--- config.mk ---
export PLATFORM = sky130hd
export DESIGN_NAME = instr_fetch_unit
export DESIGN_NICKNAME = d
export VERILOG_FILES = /design/src/rtl/cson_fetch_pkg.sv /design/src/rtl/fetch_pc_mux.sv /design/src/rtl/instr_fetch_unit.sv
export SDC_FILE = /design/constraint.sdc
export NUM_CORES = 1
export LEC_CHECK = 0
export ABC_AREA = 1
export ABC_CLOCK_PERIOD_IN_PS = 4530
export BUFFER_PORTS_ARGS = -buffer_cell sky130_fd_sc_hd__buf_2
export CAP_MARGIN = 15
export CORE_MARGIN = 5
export CORE_UTILIZATION = 35
export CTS_BUF_LIST = sky130_fd_sc_hd__clkbuf_8
export DETAILED_ROUTE_END_ITERATION = 8
export PLACE_DENSITY = 0.71
export SYNTH_ARGS = -nofsm -noshare
export SYNTH_HDL_FRONTEND = slang
export SYNTH_SLANG_ARGS = --single-unit
--- constraint.sdc ---
create_clock -name clk -period 4.53 [get_ports clk]
set_input_delay 0.906 -clock clk [delete_from_list [all_inputs] [get_ports clk]]
set_output_delay 0.906 -clock clk [all_outputs]
set_load 0.03 [all_outputs]
--- src/rtl/cson_fetch_pkg.sv ---
// Shared fetch-stage types and constants: fetch state encoding, PC source selects, PC step.
package cson_fetch_pkg;

    typedef enum logic [1:0] {
        F_IDLE = 2'b00,
        F_REQ  = 2'b01,
        F_WAIT = 2'b10,
        F_DONE = 2'b11
    } fetch_state_e;

    localparam logic [1:0]  PC_SEL_SEQ = 2'b00;
    localparam logic [1:0]  PC_SEL_B   = 2'b01;
    localparam logic [1:0]  PC_SEL_F   = 2'b10;
    localparam logic [31:0] PC_STEP    = 32'd4;

    function automatic logic [31:0] word_align(input logic [31:0] a);
        return {a[31:2], 2'b00};
    endfunction

endpackage

--- src/rtl/fetch_pc_mux.sv ---
// Combinational next-PC select: redirect target (word aligned) beats the +4 step at capture.
// No state, zero latency; pc_s=00 and pc_s=11 never move the PC on their own.
module fetch_pc_mux
    import cson_fetch_pkg::*;
(
    input  logic [31:0] pc_i,
    input  logic [1:0]  pc_s_i,
    input  logic        load_i,
    input  logic        inc_i,
    input  logic [31:0] b_i,
    input  logic [31:0] f_i,
    output logic [31:0] pc_d_o,
    output logic        redirect_o
);

    always_comb begin
        redirect_o = load_i && ((pc_s_i == PC_SEL_B) || (pc_s_i == PC_SEL_F));
        pc_d_o     = pc_i;
        if (redirect_o) begin
            pc_d_o = (pc_s_i == PC_SEL_B) ? word_align(b_i) : word_align(f_i);
        end else if (inc_i) begin
            pc_d_o = pc_i + PC_STEP;
        end
    end

endmodule

--- src/rtl/instr_fetch_unit.sv ---
// Instruction fetch stage: owns PC/IR, runs the imem request/response handshake with timeout retry.
// W_IR_valid two cycles after write_ir at best; imem_req held until imem_gnt, redirects drop in-flight data.
module instr_fetch_unit
    import cson_fetch_pkg::*;
#(
    parameter logic [31:0] RESET_PC    = 32'h0000_0000,
    parameter int          TIMEOUT_CYC = 16
) (
    input  logic        clk,
    input  logic        rst,
    input  logic        write_ir,
    input  logic        write_pc,
    input  logic [1:0]  pc_s,
    input  logic [31:0] B,
    input  logic [31:0] F,
    output logic        imem_req,
    output logic [31:0] imem_addr,
    input  logic        imem_gnt,
    input  logic        imem_rvalid,
    input  logic [31:0] imem_rdata,
    output logic [31:0] PC,
    output logic [31:0] IR,
    output logic        W_IR_valid,
    output logic        fetch_err
);

    localparam int               CNT_W    = (TIMEOUT_CYC > 1) ? $clog2(TIMEOUT_CYC) : 1;
    localparam logic [CNT_W-1:0] CNT_LAST = CNT_W'(TIMEOUT_CYC - 1);

    fetch_state_e     state_q, state_d;
    logic [31:0]      pc_q, pc_d, ir_q;
    logic [CNT_W-1:0] cnt_q, cnt_d;
    logic             discard_q, discard_d;
    logic             req_q, irv_q, err_q;
    logic             redirect, redir_busy, rv_live, capture, timeout;

    fetch_pc_mux u_pc_mux (
        .pc_i       (pc_q),
        .pc_s_i     (pc_s),
        .load_i     (write_pc),
        .inc_i      (capture),
        .b_i        (B),
        .f_i        (F),
        .pc_d_o     (pc_d),
        .redirect_o (redirect)
    );

    always_comb begin
        redir_busy = redirect && ((state_q == F_REQ) || (state_q == F_WAIT));
        // A response arriving while discard is set belongs to an abandoned fetch.
        rv_live    = imem_rvalid && !discard_q;
        capture    = !redir_busy && rv_live &&
                     (((state_q == F_REQ) && imem_gnt) || (state_q == F_WAIT));
        timeout    = !redir_busy && !rv_live && (state_q == F_WAIT) && (cnt_q == CNT_LAST);

        state_d    = state_q;
        cnt_d      = cnt_q;
        discard_d  = discard_q && !imem_rvalid;

        case (state_q)
            F_IDLE: if (write_ir) state_d = F_REQ;
            F_REQ: begin
                if (imem_gnt) begin
                    state_d = capture ? F_DONE : F_WAIT;
                    cnt_d   = '0;
                end
            end
            F_WAIT: begin
                if (capture) begin
                    state_d = F_DONE;
                end else if (timeout) begin
                    state_d = F_REQ;
                    cnt_d   = '0;
                end else begin
                    cnt_d = cnt_q + 1'b1;
                end
            end
            F_DONE:  state_d = F_IDLE;
            default: state_d = F_IDLE;
        endcase

        if (redir_busy) begin
            state_d = F_REQ;
            cnt_d   = '0;
            // Only arm discard if a response is still owed to us after this cycle.
            if (((state_q == F_WAIT) || imem_gnt) && !rv_live) discard_d = 1'b1;
        end
    end

    always_ff @(posedge clk) begin
        if (!rst) begin
            state_q   <= F_IDLE;
            pc_q      <= RESET_PC;
            ir_q      <= '0;
            cnt_q     <= '0;
            discard_q <= 1'b0;
            req_q     <= 1'b0;
            irv_q     <= 1'b0;
            err_q     <= 1'b0;
        end else begin
            state_q   <= state_d;
            pc_q      <= pc_d;
            cnt_q     <= cnt_d;
            discard_q <= discard_d;
            req_q     <= (state_d == F_REQ);
            irv_q     <= (state_d == F_DONE);
            err_q     <= timeout;
            if (capture) ir_q <= imem_rdata;
        end
    end

    assign imem_req   = req_q;
    assign imem_addr  = pc_q;
    assign PC         = pc_q;
    assign IR         = ir_q;
    assign W_IR_valid = irv_q;
    assign fetch_err  = err_q;

endmodule
# Word-level counts from Yosys, hierarchy flattened
# Index checks and enable logic that the tools add are counted.
# W data, S select, Z words.
[op_classes] eq_ne=10 add_sub_neg=2 muxes=16 bitwise_logic=1 n_reduce_logical=24
[op_table] op="$mux W32" count=3
[op_table] op="$add A32 B3 Y32 const B" count=1
[op_table] op="$mux W4" count=3
[op_table] op="$logic_and A1 B1 Y1" count=11
[op_table] op="$mux W2" count=5
[op_table] op="$eq A2 B2 Y1 const B" count=4
[op_table] op="$pmux W2 S4" count=1
[op_table] op="$pmux W4 S2" count=1
[op_table] op="$eq A2 B1 Y1 const B" count=3
[op_table] op="$add A4 B1 Y4 const B" count=1
[op_table] op="$eq A4 B4 Y1 const B" count=1
[op_table] op="$logic_not A1 Y1" count=4
[op_table] op="$logic_or A1 B1 Y1" count=4
[op_table] op="$ne A2 B2 Y1 const B" count=2
[op_table] op="$reduce_bool A2 Y1" count=2
[op_table] op="$mux W1" count=3
[op_table] op="$reduce_and A3 Y1" count=1
[op_table] op="$logic_not A2 Y1" count=1
[op_table] op="$reduce_or A2 Y1" count=1
[op_table] op="$not A1 Y1" count=1
[totals] word_cells=61 ff_bits=74

# Longest topological paths before layout
# Gate-level depths: netlist of the first run.
[depth] word_depth=13 mapped_depth=12 depth_no_buf=12

# Modules after synthesis
# A second synthesis of the first run with hierarchy kept.
[hier_totals] cells_unflattened=687 hier_area_um2=4616.9
[by_module_without_submodules] mod="instr_fetch_unit" n_inst=1 area_per_inst_um2=3078.0 cells_per_inst=360
[by_module_without_submodules] mod="fetch_pc_mux" n_inst=1 area_per_inst_um2=1539.0 cells_per_inst=327

# Worst setup path before layout of the first run
# Ideal clock, no wire load.
[synth_timing] kind="in2reg" startpoint="input port pc_s[1]" endpoint="register pc_q[14] (netlist: PC[14])" cell_stages=11 required_time_ns=4.460 setup_slack_ns=2.360 path_buffers=2 t_arrival_ns=2.100 path_cell_list="inv_1 -> ha_1 -> inv_1 -> nand3_2 -> nand3_4 -> nand2_2 -> buf_6 -> inv_2 -> buf_6 -> nor2_1 -> a21oi_1"
[synth_via] elab_chain_len=8
[synth_rtl] element="start, declared" line_no="instr_fetch_unit.sv:13" source="input logic [1:0] pc_s,"
[synth_rtl] element="$eq A2 B1 Y1 or $eq A2 B2 Y1 (tied branches)" line_no="fetch_pc_mux.sv:17, fetch_pc_mux.sv:20"
[synth_rtl] element="$logic_or A1 B1 Y1" line_no="fetch_pc_mux.sv:17" source="redirect_o = load_i && ((pc_s_i == PC_SEL_B) || (pc_s_i == PC_SEL_F));"
[synth_rtl] element="$logic_and A1 B1 Y1" line_no="fetch_pc_mux.sv:17"
[synth_rtl] element="$logic_and A1 B1 Y1" line_no="instr_fetch_unit.sv:49" source="redir_busy = redirect && ((state_q == F_REQ) || (state_q == F_WAIT));"
[synth_rtl] element="$logic_not A1 Y1" line_no="instr_fetch_unit.sv:52" source="capture = !redir_busy && rv_live &&"
[synth_rtl] element="$logic_and A1 B1 Y1 (2 in series)" line_no="instr_fetch_unit.sv:52"
[synth_rtl] element="$reduce_bool A2 Y1 (no source line)"
[synth_rtl] element="end signal, assigned" line_no="instr_fetch_unit.sv:102" source="pc_q <= pc_d;"
[synth_rtl] element="end, declared" line_no="instr_fetch_unit.sv:31" source="logic [31:0] pc_q, pc_d, ir_q;"
# Parallel ways exist; a longest one is shown, timed or not.
# A chain may end at the register's enable or synchronous reset.

# Final worst setup path of the first run
[layout_timing] startpoint="input port pc_s[1]" endpoint="register pc_q[13] (netlist: PC[13])"
# The elaborated chain is that of the path after synthesis.

==> results of run 1 <==
## routing by layer
layer	part of all wire [%]	vias to the layer above	global-route usage (%)
met5	0	-	0
met4	1.6	0	5.318
met3	6.4	17	3.594
met2	46	146	29.89
met1	46	2150	23.94
li1	-	2557	-
## state kept, by name, indices dropped and copies added (netlist names)
signal      count
PC             30
cnt_q           4
W_IR_valid      1
fetch_err       1
discard_q       1
IR             32
imem_req        1
state_q         2
## power by group through the flow
stage          logic (mW)  clock network, mW  registers [mW]
3_3_place_gp        0.929                  0           0.867
3_5_place_dp        0.933                  0           0.870
2_1_floorplan       0.583                  0            1.02
5_1_grt              1.03              0.534           0.877
6_report            0.929              0.489           0.855
4_1_cts             0.937              0.506           0.856
## through the flow
step | setup WS, ns | cells
after floorplan | 2.360 | 719
after global placement | 1.436 | 1024
after detailed placement | 1.401 | 1024
after CTS | 1.782 | 1040
after global routing | 1.603 | 1040
final | 1.780 | 1040
## layout make-up
type                       count  area, sq um  area share [%]
clock buffer                   9        123.9           2.285
timing repair buffer         197        993.5           18.33
multi-input combinational    537         2412           44.51
clock inverter                 7        61.31           1.131
inverter                      46        172.7           3.186
tap                          172        215.2           3.970
sequential                    72         1441           26.59
## cell usage in the layout (no fill, tap or decap), types with 3 or more instances in the layout
cell      netlist  routed
a21oi_1        80      80
a31oi_1        10      10
buf_2           4     194
buf_4          35       3
clkbuf_8        0       9
conb_1          1       4
dfxtp_1        72      72
ha_1            6       6
inv_1          42      42
inv_2           4       4
inv_6           0       3
nand2_1       231     230
nand2_2         2       3
nand3_1        41      41
nand3_2         3       3
nor2_1         94      94
nor2_2          4       4
o21ai_0        33      33
o21ai_1        11      11
xor2_1          3       3
## worst paths after layout
check	end	depth (start not counted)	from	slack, ns
worst max-delay path	PC[13]$_SDFFE_PN0P_	10	pc_s[1]	1.78
worst min-delay path	IR[28]$_SDFFE_PN0N_	2	IR[28]$_SDFFE_PN0N_	0.46
worst max register to register	PC[13]$_SDFFE_PN0P_	8	state_q[0]$_SDFF_PN0_	1.99
worst min register to register	IR[28]$_SDFFE_PN0N_	2	IR[28]$_SDFFE_PN0N_	0.46
## logic make-up (layout without fill, tap and decap cells)
kind of cell | after synthesis | count (layout) | share of synthesized area, %
compound gates | 139 | 139 | 16.28
xor+xnor | 5 | 5 | 0.9894
fa+ha+maj | 6 | 6 | 1.696
buf+inv | 110 | 259 | 13.26
flops | 72 | 72 | 32.56
other cells | 1 | 4 | 0.08471
simple gates | 383 | 383 | 35.13
## critical path: stages
cell,delay [ns]
buf_2,0.07
inv_1,0.03
ha_1,0.26
inv_1,0.06
nand3_2,0.16
nand3_4,0.38
nand2_2,0.55
inv_2,0.27
a21oi_1,0.18
nor3_1,0.06
==> results.cfg, run 1 <==
[layout]
design_area_sq_mm = 0.005420
antennaDiodeCount = 0
layout-drive-gt1-share_pct = 26.50
fillers = 1411
final_util_pct = 43.30
areaGrowthSynthToFinish_pct = 22.44
nets = 973

[timing]
max_freq_mhz = 363.6
slew_headroom_pct = 36.36
hold_ws_ns = 0.4629
finalSetupTns_ns = 0
worstMarginPinSlew_ns = 0.9535
hold_viol = 0
setup_viol = 0
finalMaxSlewViolations = 0
fin_skew_ns = 0.01059
post-route-period-util_pct = 60.71
post-route-min-period_ns = 2.750
rsz0062_at_grt = no

[clocking]
ctsHoldBuffers = 0
clock_path_buffers = 2
cts_max_level = 3
cts-root-buf = clkbuf_8
cts_setup_buffers = 0
clkLatencyLatePin_ns = 0.36
clkTransAtPathRegs_ns = 0.09
clock_sinks = 72
numCtsBuffers = 9
cts_tree = built
cts_resized = 0

[power_and_ir_drop]
combinationalPowerShare_pct = 40.9
power_leakage_nw = 2.542
power.internal_mw = 1.222
clock_power_share_pct = 21.5
switching_share_pct = 46.23
peakVddDrop_mv = 0.1598
power_mw = 2.272
switchingPower_mw = 1.050
powerDensity_mw_per_mm2 = 419.2
p_seq_share_pct = 37.6

[logic_synthesis]
avgSynthCellArea_sq_um = 6.183
ys_async_sr_fraction_pct = 0
yosysSeqAreaShare_pct = 32.56
yosys_warnings = 0
synth_area_sq_mm = 0.004427
synth_edf_count = 0
synth.distinct_cells = 32
synth_flop_cell = dfxtp_1
synth_top_area_share_pct = 32.56
ys_seq_elements = 72
synth_commonest_cells = nand2_1 (231), nor2_1 (94), a21oi_1 (80)
synthCells = 716
synthTopCellsByArea = dfxtp_1 (33%), nand2_1 (20%), a21oi_1 (9.0%)
synth_most_common_cell = nand2_1
yosysTopAreaCell = dfxtp_1

[detailed_routing]
first_pass_iters = 4
wire_per_inst_um = 13.15
drc = 0
drt-total-wl_um = 13680
vias = 4870
ant_nets = 0
vias_per_cell = 4.683
dr.first_iter.drc_count = 362

[global_route]
grt_pass1_vias = 4531
grt_pass1_wl_um = 21740
grt_max_degree = 51
grt.overflow.total = 0
track_usage_pct = 18.09
antenna_found_initial = 0

[worst_setup_path]
worstPathArrival_ns = 2.96
cp-end-kind = flop
worst_setup_path_start_kind = primary input
cp.required_ns = 4.74
crit_type = in -> reg
cp_max_fo = 36

[placed_design]
port_buffers = 194
dpl-instance-area_sq_mm = 0.005235
routabilityCongestion = 0.8907
dp_hpwl_um = 10200

[floorplan]
pin_count = 203
die-width_um = 122.5
fp-row-count = 41
dieArea_sq_mm = 0.01500
core_area_sq_mm = 0.01252
start_util_pct = 35.37
die_h_um = 122.5

[hold_path]
hold_path_class = reg -> reg

[job]
max_cap_violations = 0

[status]
status = completed
Power figures use the tool's default switching activity.
==> run 2: changes to the inputs <==
--- a/config.mk
+++ b/config.mk
@@ -6,14 +6,14 @@
 export NUM_CORES = 1
 export LEC_CHECK = 0
 export ABC_AREA = 1
-export ABC_CLOCK_PERIOD_IN_PS = 4530
+export ABC_CLOCK_PERIOD_IN_PS = 2300
 export BUFFER_PORTS_ARGS = -buffer_cell sky130_fd_sc_hd__buf_2
 export CAP_MARGIN = 15
 export CORE_MARGIN = 5
 export CORE_UTILIZATION = 35
 export CTS_BUF_LIST = sky130_fd_sc_hd__clkbuf_8
 export DETAILED_ROUTE_END_ITERATION = 8
-export PLACE_DENSITY = 0.71
+export PLACE_DENSITY = 0.73
 export SYNTH_ARGS = -nofsm -noshare
 export SYNTH_HDL_FRONTEND = slang
 export SYNTH_SLANG_ARGS = --single-unit
==> constraint.sdc (replaced) <==
create_clock -name clk -period 2.3 [get_ports clk]
set_input_delay 0.46 -clock clk [delete_from_list [all_inputs] [get_ports clk]]
set_output_delay 0.46 -clock clk [all_outputs]
set_load 0.03 [all_outputs]
==> run 2 against run 1 <==
Compared with the run above: clock-buffer cell count unchanged; critical path depth shrank 2; setup slack lost 1.5 ns; power increased by 99%; combinational power increased by 100%; register-to-register slack worse by 1.7 ns; global-route usage is essentially flat; non-clock buffer count increased by 11; wire length rose by 3.4%; final area rose by 1.8%; first-iteration DRC count is 6.6% lower; critical endpoint is now PC[7]$_SDFFE_PN0P_; largest cell class unchanged.
==> results.cfg, run 2 (synthesis gave the netlist of run 1 again) <==
[status]
status = completed

[placed_design]
port_buffers = 194
routabilityCongestion = 0.9371
dp_hpwl_um = 10930

[timing]
finalMaxSlewViolations = 0
rsz0062_at_grt = no
hold_viol = 0
setup_viol = 0
post-route-min-period_ns = 2.047
fin_skew_ns = 0.01115
post-route-period-util_pct = 88.99
finalSetupTns_ns = 0
max_freq_mhz = 488.6

[floorplan]
fp-row-count = 41
core_area_sq_mm = 0.01252
pin_count = 203
dieArea_sq_mm = 0.01500
start_util_pct = 35.37
die_h_um = 122.5
die-width_um = 122.5

[global_route]
grt_pass1_wl_um = 21720
grt.overflow.total = 0
grt_pass1_vias = 4490
antenna_found_initial = 0
track_usage_pct = 18.06
grt_max_degree = 33

[worst_setup_path]
worst_setup_path_start_kind = flop
critical_path.cell_chain = inv_1, ha_1, nand3_2, nand3_4, nand2_2, buf_4, o21ai_0, a31oi_1
cp-end-kind = flop
cp_max_fo = 18
crit_type = reg -> reg
worstPathArrival_ns = 2.32
cp.required_ns = 2.57
crit_slowest_cell = dfxtp_1
cpPeakStageDelay_ns = 0.36

[clocking]
clock_sinks = 72
clock_path_buffers = 2
numCtsBuffers = 9
cts_max_level = 3
clkTransAtPathRegs_ns = 0.09
cts_setup_buffers = 0
cts_tree = built
clkLatencyLatePin_ns = 0.35
cts_resized = 0
ctsHoldBuffers = 0
cts-root-buf = clkbuf_8

[power_and_ir_drop]
power_leakage_nw = 2.599
peakVddDrop_mv = 0.2818
power_mw = 4.525
powerDensity_mw_per_mm2 = 820.4

[layout]
antennaDiodeCount = 0
final_util_pct = 44.06
layout-drive-gt1-share_pct = 27.42
fillers = 1400
largest_reg_flops = 32
areaGrowthSynthToFinish_pct = 24.59
multiInputGateArea_sq_mm = 0.002412
final_cell_mix = nand2_1 (230), buf_2 (194), nor2_1 (94)
regArea_sq_mm = 0.001441
final_common_cell = nand2_1
nets = 984

[detailed_routing]
drt-total-wl_um = 14140
wire_per_inst_um = 13.45
first_pass_iters = 5
ant_nets = 0
vias = 4927
dr.first_iter.drc_count = 338
drc = 0
vias_per_cell = 4.688

[job]
max_cap_violations = 0

[hold_path]
hold_path_class = in -> reg
run 2: cell types whose count changed in the layout (fill, tap and decap cells not counted):
cell,delta
buf_4,+10
buf_12,+1
run 2: critical path: cells and delay by family, from the launching register on:
kind,cells,cell delay (ns)
AO/OA/AOI/OAI,2,0.25
adder cells (fa/ha/maj),1,0.33
buffers and inverters,2,0.34
flip-flops,1,0.36
AND/OR/NAND/NOR,3,0.69
run 2: cell type report:
cell class                 instances  area share [%]
sequential                        72           26.13
multi-input combinational        537           43.74
timing repair buffer             208           19.74
tap                              172           3.902
inverter                          46           3.131
clock buffer                       9           2.246
clock inverter                     7           1.112
run 2: layer usage:
metal / routed length [um] / vias up / track usage [%] / part of all wire [%]
li1: - / 2574 / - / -
met1: 6360 / 2166 / 23.40 / 45
met2: 6532 / 171 / 30.33 / 46
met3: 989 / 16 / 3.641 / 7.0
met4: 259 / 0 / 5.458 / 1.8
met5: 0 / - / 0 / 0
run 2: final timing paths:
| kind | start | to | slack (ns) | cells past startpoint |
|---|---|---|---|---|
| min | imem_rdata[5] | IR[5]$_SDFFE_PN0N_ | 0.35 | 3 |
| max reg2reg | state_q[0]$_SDFF_PN0_ | PC[7]$_SDFFE_PN0P_ | 0.25 | 8 |
| min reg2reg | IR[23]$_SDFFE_PN0N_ | IR[23]$_SDFFE_PN0N_ | 0.46 | 2 |
| max | state_q[0]$_SDFF_PN0_ | PC[7]$_SDFFE_PN0P_ | 0.25 | 8 |
run 2: power by group:
| part | switching [mW] | internal (mW) |
|---|---|---|
| Sequential | 0.235 | 1.45 |
| Combinational | 1.30 | 0.581 |
| Clock | 0.543 | 0.412 |
| Total | 2.08 | 2.44 |
run 2: metrics by stage:
| step | setup WS [ns] | area, sq um | hold slack, ns | instances |
|---|---|---|---|---|
| floorplan | 0.5119 | 4438 | 0.4614 | 719 |
| global placement | 0.1550 | 5330 | 0.4494 | 1035 |
| detailed placement | 0.1136 | 5330 | 0.4519 | 1035 |
| CTS | 0.2552 | 5515 | 0.3267 | 1051 |
| global route | 0.01594 | 5515 | 0.3250 | 1051 |
| finish | 0.2533 | 5515 | 0.3450 | 1051 |
